### src/rtl/mem_bus_master.sv
// CPU load/store to waitrequest-style memory bus master.
// Handles lane select, sign extension, misalignment and stall timeout.
module mem_bus_master #(
    parameter int unsigned MAX_WAIT = 255
) (
    input  logic        clk,
    input  logic        rst_n,
    input  logic        req_valid,
    output logic        req_ready,
    input  logic        req_write,
    input  logic [1:0]  req_size,
    input  logic        req_signed,
    input  logic [31:0] req_addr,
    input  logic [31:0] req_wdata,
    output logic        resp_valid,
    output logic [31:0] resp_rdata,
    output logic        resp_err,
    output logic [31:0] address,
    output logic        read,
    output logic        write,
    output logic [3:0]  byteenable,
    output logic [31:0] writedata,
    input  logic        waitrequest,
    input  logic [31:0] readdata
);

    typedef enum logic [1:0] {
        IDLE,
        RD,
        WR,
        RESP
    } state_t;

    state_t      state;
    state_t      state_nx;
    logic        r_write;
    logic [1:0]  r_size;
    logic        r_signed;
    logic [31:0] r_addr;
    logic [31:0] r_wdata;
    logic [7:0]  cnt;
    logic [7:0]  cnt_nx;
    logic [7:0]  cnt_inc;
    logic [31:0] rdata_nx;
    logic        err_nx;
    logic        bad_req;
    logic        active;
    logic [7:0]  rb;
    logic [15:0] rh;
    logic [31:0] ld_data;
    logic [3:0]  be;
    logic [31:0] wd;

    always_comb begin
        bad_req = 1'b0;
        unique case (1'b1)
            (req_size == 2'b11): bad_req = 1'b1;
            (req_size == 2'b01): bad_req = req_addr[0];
            (req_size == 2'b10): bad_req = |req_addr[1:0];
            default:             bad_req = 1'b0;
        endcase
    end

    // Load lane extraction from the latched address
    always_comb begin
        rb = readdata[7:0];
        unique case (r_addr[1:0])
            2'd0: rb = readdata[7:0];
            2'd1: rb = readdata[15:8];
            2'd2: rb = readdata[23:16];
            2'd3: rb = readdata[31:24];
            default: rb = readdata[7:0];
        endcase
        rh = r_addr[1] ? readdata[31:16] : readdata[15:0];
        unique case (r_size)
            2'b00:   ld_data = {{24{r_signed & rb[7]}}, rb};
            2'b01:   ld_data = {{16{r_signed & rh[15]}}, rh};
            default: ld_data = readdata;
        endcase
    end

    always_comb begin
        unique case (r_size)
            2'b00: begin
                be = 4'b0001 << r_addr[1:0];
                wd = {4{r_wdata[7:0]}};
            end
            2'b01: begin
                be = r_addr[1] ? 4'b1100 : 4'b0011;
                wd = {2{r_wdata[15:0]}};
            end
            default: begin
                be = 4'b1111;
                wd = r_wdata;
            end
        endcase
    end

    assign cnt_inc = cnt + 8'd1;

    always_comb begin
        state_nx = state;
        cnt_nx   = cnt;
        rdata_nx = resp_rdata;
        err_nx   = resp_err;
        unique case (state)
            IDLE: begin
                if (req_valid) begin
                    cnt_nx = 8'd0;
                    if (bad_req) begin
                        state_nx = RESP;
                        err_nx   = 1'b1;
                        rdata_nx = 32'd0;
                    end else begin
                        state_nx = req_write ? WR : RD;
                    end
                end
            end
            RD, WR: begin
                if (!waitrequest) begin
                    state_nx = RESP;
                    err_nx   = 1'b0;
                    rdata_nx = (state == RD) ? ld_data : 32'd0;
                end else if (cnt_inc == 8'(MAX_WAIT)) begin
                    state_nx = RESP;
                    err_nx   = 1'b1;
                    rdata_nx = 32'd0;
                    cnt_nx   = cnt_inc;
                end else begin
                    cnt_nx = cnt_inc;
                end
            end
            RESP:    state_nx = IDLE;
            default: state_nx = IDLE;
        endcase
    end

    always_ff @(posedge clk or negedge rst_n) begin
        if (!rst_n) begin
            state      <= IDLE;
            cnt        <= 8'd0;
            resp_rdata <= 32'd0;
            resp_err   <= 1'b0;
            r_write    <= 1'b0;
            r_size     <= 2'b00;
            r_signed   <= 1'b0;
            r_addr     <= 32'd0;
            r_wdata    <= 32'd0;
        end else begin
            state      <= state_nx;
            cnt        <= cnt_nx;
            resp_rdata <= rdata_nx;
            resp_err   <= err_nx;
            if (state == IDLE && req_valid) begin
                r_write  <= req_write;
                r_size   <= req_size;
                r_signed <= req_signed;
                r_addr   <= req_addr;
                r_wdata  <= req_wdata;
            end
        end
    end

    assign req_ready  = (state == IDLE);
    assign resp_valid = (state == RESP);
    assign read       = (state == RD);
    assign write      = (state == WR);
    assign active     = read | write;
    assign address    = active ? {r_addr[31:2], 2'b00} : 32'd0;
    assign byteenable = active ? be : 4'd0;
    assign writedata  = active ? wd : 32'd0;

endmodule

### config.mk
export PLATFORM = sky130hd
export DESIGN_NAME = mem_bus_master
export DESIGN_NICKNAME = d
export VERILOG_FILES = /design/src/rtl/mem_bus_master.sv
export SDC_FILE = /design/constraint.sdc
export NUM_CORES = 1
export LEC_CHECK = 0
export ABC_AREA = 1
export CAP_MARGIN = 10
export CORE_MARGIN = 10
export CORE_UTILIZATION = 35
export CTS_CLUSTER_SIZE = 30
export DETAILED_ROUTE_END_ITERATION = 7
export GPL_TIMING_DRIVEN = 0
export RECOVER_POWER = 100
export SYNTH_ARGS = -nofsm -noshare
export SYNTH_HDL_FRONTEND = slang
export SYNTH_SLANG_ARGS = --single-unit
export TNS_END_PERCENT = 30
### constraint.sdc
create_clock -name clk -period 4.1 [get_ports clk]
set_input_delay 0.41 -clock clk [delete_from_list [all_inputs] [get_ports clk]]
set_output_delay 0.41 -clock clk [all_outputs]
set_load 0.02 [all_outputs]
* Word level (Yosys, flattened, before mapping) *
Cells that the tools add are included.

word-level totals
  input bits = 104
  output and inout bits = 105
  logic and storage cells = 68
  bits in registers = 110

cells by class
  $add $sub $neg = 1
  reduce and logical (&&, ||, !) cells = 10
  equal/unequal tests = 15
  bitwise operators = 3
  shifts and indexed selects = 1
  multiplexer cells = 30

operator list
  kind                                                  number
  2-to-1 mux 32 bit                                     7
  case mux 32 bit (2 select lines)                      3
  case mux 8 bit (4 select lines)                       1
  2-to-1 mux 16 bit                                     1
  2-to-1 mux 8 bit                                      2
  case mux 8 bit (2 select lines)                       1
  equality test 2 bit (second input constant)           6
  2-to-1 mux 2 bit                                      5
  adder 8 x 1 -> 8 bit (second input constant)          1
  equality test 2 x 1 -> 1 bit (second input constant)  4
  equality test 8 bit (second input constant)           1
  2-to-1 mux 4 bit                                      2
  case mux 4 bit (2 select lines)                       1
  zero test 2 bit                                       3
  case mux 2 bit (3 select lines)                       1
  2-to-1 mux 1 bit                                      4
  inequality test 2 bit (second input constant)         2
  AND reduction 4 bit                                   1
  OR reduction 2 bit                                    2
  left shift 1 x 2 -> 4 bit (first input constant)      1
  inequality test 3 bit (second input constant)         1
  case mux 1 bit (3 select lines)                       1
  AND reduction 3 bit                                   1
  AND 1 bit                                             2
  6 further kinds                                       6

* Depth between registers and ports, before layout *
  word-level depth = 7
  gate-level depth with buffers = 13
  depth with buffers taken out = 12

* Worst setup path after synthesis *
Ideal clock, no wire load.

  path kind = flip-flop to output port
  start = register state[0]
  end = output writedata[22]
  path buffers = 2
  required time = 3.690 ns
  slack = 2.035 ns
  stages on the path, launching flop included = 7
  arrival = 1.655 ns
  cells stage by stage = dfrtp_1 > inv_1 > ha_1 > clkbuf_1 > clkbuf_1 > o21ai_0 > nor2_1

on the way
  word-level cells in the longest chain between the ends = 3
  elaborated cells between the ends (all ways) = 4
  those cells by class = eq/ne (2); mux (1); bitwise (1)

RTL lines
  element                                                                     RTL line  source
  start, declared                                                             34        state_t state;
  start signal, assigned                                                      150       state <= state_nx;
  equality test 2 x 1 -> 1 bit / equality test 2 bit (equally long branches)  166, 167
  bitwise OR 1 bit *                                                          168       assign active = read | write;
  2-to-1 mux 32 bit *                                                         171       assign writedata = active ? wd : 32'd0;
  end, declared                                                               22        output logic [31:0] writedata,

Mark *: on every way between the ends. The rest lies on a longest branch, timed or not.

* Worst setup path after layout *
  start = register state[0]
  end = output writedata[30]

Same word-level chain as after synthesis.

==> results.sh <==
export IMPL_path_cells="inv_1 -> ha_1 -> clkbuf_1 -> clkbuf_1 -> o21ai_0 -> nor2_1 -> dlygate4sd3_1"
export IMPL_start_kind="flip-flop"
export IMPL_ys_warn_count=0
export IMPL_routed_wl_um=21950
export IMPL_violations="capacitance limit, slew limit"
export IMPL_die_area_um2=23560
export IMPL_clk_pin_slew_ns=0.08
export IMPL_multi_input_area_um2=2830
export IMPL_p_leak_nw=4.903
export IMPL_clockRootBuffer="clkbuf_16"
export IMPL_grtUsageTotal_pct=18.44
export IMPL_crit_start="state[0]$_DFFE_PN0P_"
export IMPL_wl_per_cell_um=16.00
export IMPL_initial_core_util_pct=35.93
export IMPL_met3_length_um=2379
export IMPL_async_reset_ff_share_pct=100.0
export IMPL_path_common_cell="clkbuf_1"
export IMPL_final_fill_count=1790
export IMPL_htreeDepth=3
export IMPL_synth_edf_count=0
export IMPL_vias_per_cell=4.620
export IMPL_drive_above_1_share_pct=3.927
export IMPL_drc=0
export IMPL_cp_top_family="buffers and inverters"
export IMPL_setup_viol=0
export IMPL_fin_worst_skew_ns=0.01012
export IMPL_syn2layout_area_growth_pct=42.28
export IMPL_path_class="flip-flop to output pin"
export IMPL_netlist_area_leader_share_pct=44.14
export IMPL_die_w_um=153.5
export IMPL_cts_resized=0
export IMPL_dieHeight_um=153.5
export IMPL_critical_path_buf_inv_count=4
export IMPL_pwr_density_cell_nw_per_um2=840.3
export IMPL_ys_types=33
export IMPL_rsz0062_at_grt="no"
export IMPL_status="finished with violations"
export IMPL_synth_most_common_cell="nand2_1"
export IMPL_top_layer_used="met5"
export IMPL_cp_required_ns=3.69
export IMPL_antenna_found_initial=2
export IMPL_min_from="resp_rdata[24]$_DFFE_PN0P_"
export IMPL_instances_no_fill=1372
export IMPL_fmax_mhz=278.0
export IMPL_tightest_slew_ns=1.630
export IMPL_netlist_area_um2=6236
export IMPL_grt_pass1_vias=6496
export IMPL_cts_tree="built"
export IMPL_met1_length_um=9336
export IMPL_io_buffers=206
export IMPL_drv_cap=1
export IMPL_cp_data_arrival_time_ns=3.19
export IMPL_critPathMaxFanout=10
export IMPL_cts_sinks=110
export IMPL_wl_met2_um=9846
export IMPL_min_to="resp_rdata[24]$_DFFE_PN0P_"
export IMPL_gp_congestion=0.8864
export IMPL_grt_pass1_wl_um=35190
export IMPL_slowest_delay_ns=0.68
export IMPL_ios=209
export IMPL_hold_ws_ns=0.4686
export IMPL_grt_max_degree=83
export IMPL_rows=48
export IMPL_drv_slew=30
export IMPL_nets=1251
export IMPL_r2r_setup_slack_ns=1.14
export IMPL_first_pass_iters=5
export IMPL_ys_seq_area_share_pct=44.14
export IMPL_cts_buffer_depth=2
export IMPL_path_depth=7
export IMPL_r2r_cells=8
export IMPL_yosys_area_top_type="dfrtp_1"
export IMPL_hold_viol=0
export IMPL_clock_latency_ns=0.36
export IMPL_ys_flop_type="dfrtp_1"
export IMPL_synth_seq_cells=110
export IMPL_regArea_um2=2753
export IMPL_avgSynthCellArea_um2=6.771
export IMPL_dp_cells=1354
export IMPL_core_area_um2=17360
export IMPL_min_path_type="flip-flop to flip-flop"
export IMPL_timing_rr_end="resp_rdata[6]$_DFFE_PN0P_"
export IMPL_min_path_cells=2
export IMPL_slowest_stage="dlygate4sd3_1"
export IMPL_dr_first_iter_drc_count=448
export IMPL_overflow=0
export IMPL_finalCriticalPeriod_ns=3.597
export IMPL_final_antenna_net_count=0
export IMPL_cp_end_kind="output pin"
export IMPL_syn_instance_count=921
export IMPL_hpwl_um=17240
export IMPL_relSlewSlack_pct=-8.649
export IMPL_synth_commonest_cells="nand2_1 (419), dfrtp_1 (110), nor2_1 (89), inv_1 (80), nand3_1 (54)"
export IMPL_timing_rr_start="state[0]$_DFFE_PN0P_"
export IMPL_cts_buffers=9
export IMPL_vias=6338
export IMPL_peakVddDrop_v=0.0004106
export IMPL_synthTopCellsByArea="dfrtp_1 (44%), nand2_1 (25%), nor2_1 (5.4%)"
export IMPL_post_route_period_util_pct=87.73
-- report_power, final --
group	switching, W	internal [W]	total [W]	leakage, nW
registers	0.000287	0.00153	0.00182	1.43
clock network	0.000433	0.000500	0.000933	0.148
logic	0.00303	0.00168	0.00471	3.33
-- worst max-delay path by stage --
stage / end
5_1_grt: writedata[30]
6_report: writedata[30]
3_3_place_gp: r_addr[13]$_DFFE_PN0P_
2_1_floorplan: writedata[22]
4_1_cts: writedata[30]
3_5_place_dp: writedata[30]
-- cell families after synthesis --
group / share of synthesized area (%)
simple gates: 37.04
compound gates: 6.742
other cells: 0.06013
xor+xnor: 0.2810
flops: 44.14
buf+inv: 10.35
fa+ha+maj: 1.204
mux: 0.1806
-- registers in the layout, summed over array words and instances, names as in the netlist --
name / cells
resp_err: 1
r_addr: 32
cnt: 8
resp_rdata: 32
state: 2
r_signed: 1
r_size: 2
r_wdata: 32
-- cell type report --
| cell class | count | area share (%) |
|---|---|---|
| multi-input combinational | 663 | 31.90 |
| sequential | 110 | 31.03 |
| timing repair buffer | 208 | 23.37 |
| inverter | 103 | 4.414 |
| tap | 225 | 3.173 |
| clock buffer | 11 | 2.736 |
| buffer | 46 | 2.609 |
| clock inverter | 5 | 0.7474 |
| antenna | 1 | 0.02820 |
-- tightest hold or removal path: cells and delay by family, from the launching register on --
kind             cells  cell delay [ns]
AND/OR/NAND/NOR      2             0.11
flip-flops           1             0.34
-- repair_timing --
action	4_1_cts	5_1_grt
endpoints found under the hold margin	28	0
hold buffers	1	0
setup buffers	0	0
-- routing by layer --
| metal | track usage [%] | up-vias |
|---|---|---|
| li1 | - | 3243 |
| met2 | 29.20 | 201 |
| met1 | 21.94 | 2861 |
| met4 | 4.588 | 4 |
| met3 | 8.951 | 29 |
| met5 | 0 | - |
-- layout by cell type, fill, tap and decap left out, drive strengths merged, types with 2 or more instances in the layout --
master         count
a21oi             18
a31oi              3
ha                 6
o22ai             13
buf               12
o21ai             40
nand2            422
dlygate4sd3      102
xor2               2
nor2              93
nor3               2
dfrtp            110
inv               87
clkdlybuf4s50    104
nand3             57
clkinv            19
conb               2
clkbuf            47
-- stage by stage --
| step | TNS [ns] | total power (W) | instance area [µm²] | setup WS, ns | utilization [%] |
|---|---|---|---|---|---|
| detailed placement | 0 | 0.006864 | 8612 | 0.9239 | 49.62 |
| finish | 0 | 0.007456 | 8872 | 0.5032 | 51.12 |
| global placement | -209.85 | 0.006842 | 8583 | -1.921 | 49.45 |
| floorplan | 0 | 0.004722 | 6240 | 2.035 | - |
| global route | 0 | 0.008106 | 8870 | 0.2632 | 51.10 |
| CTS | 0 | 0.007839 | 8931 | 0.5104 | 51.46 |
Power figures use the tool's default switching activity.
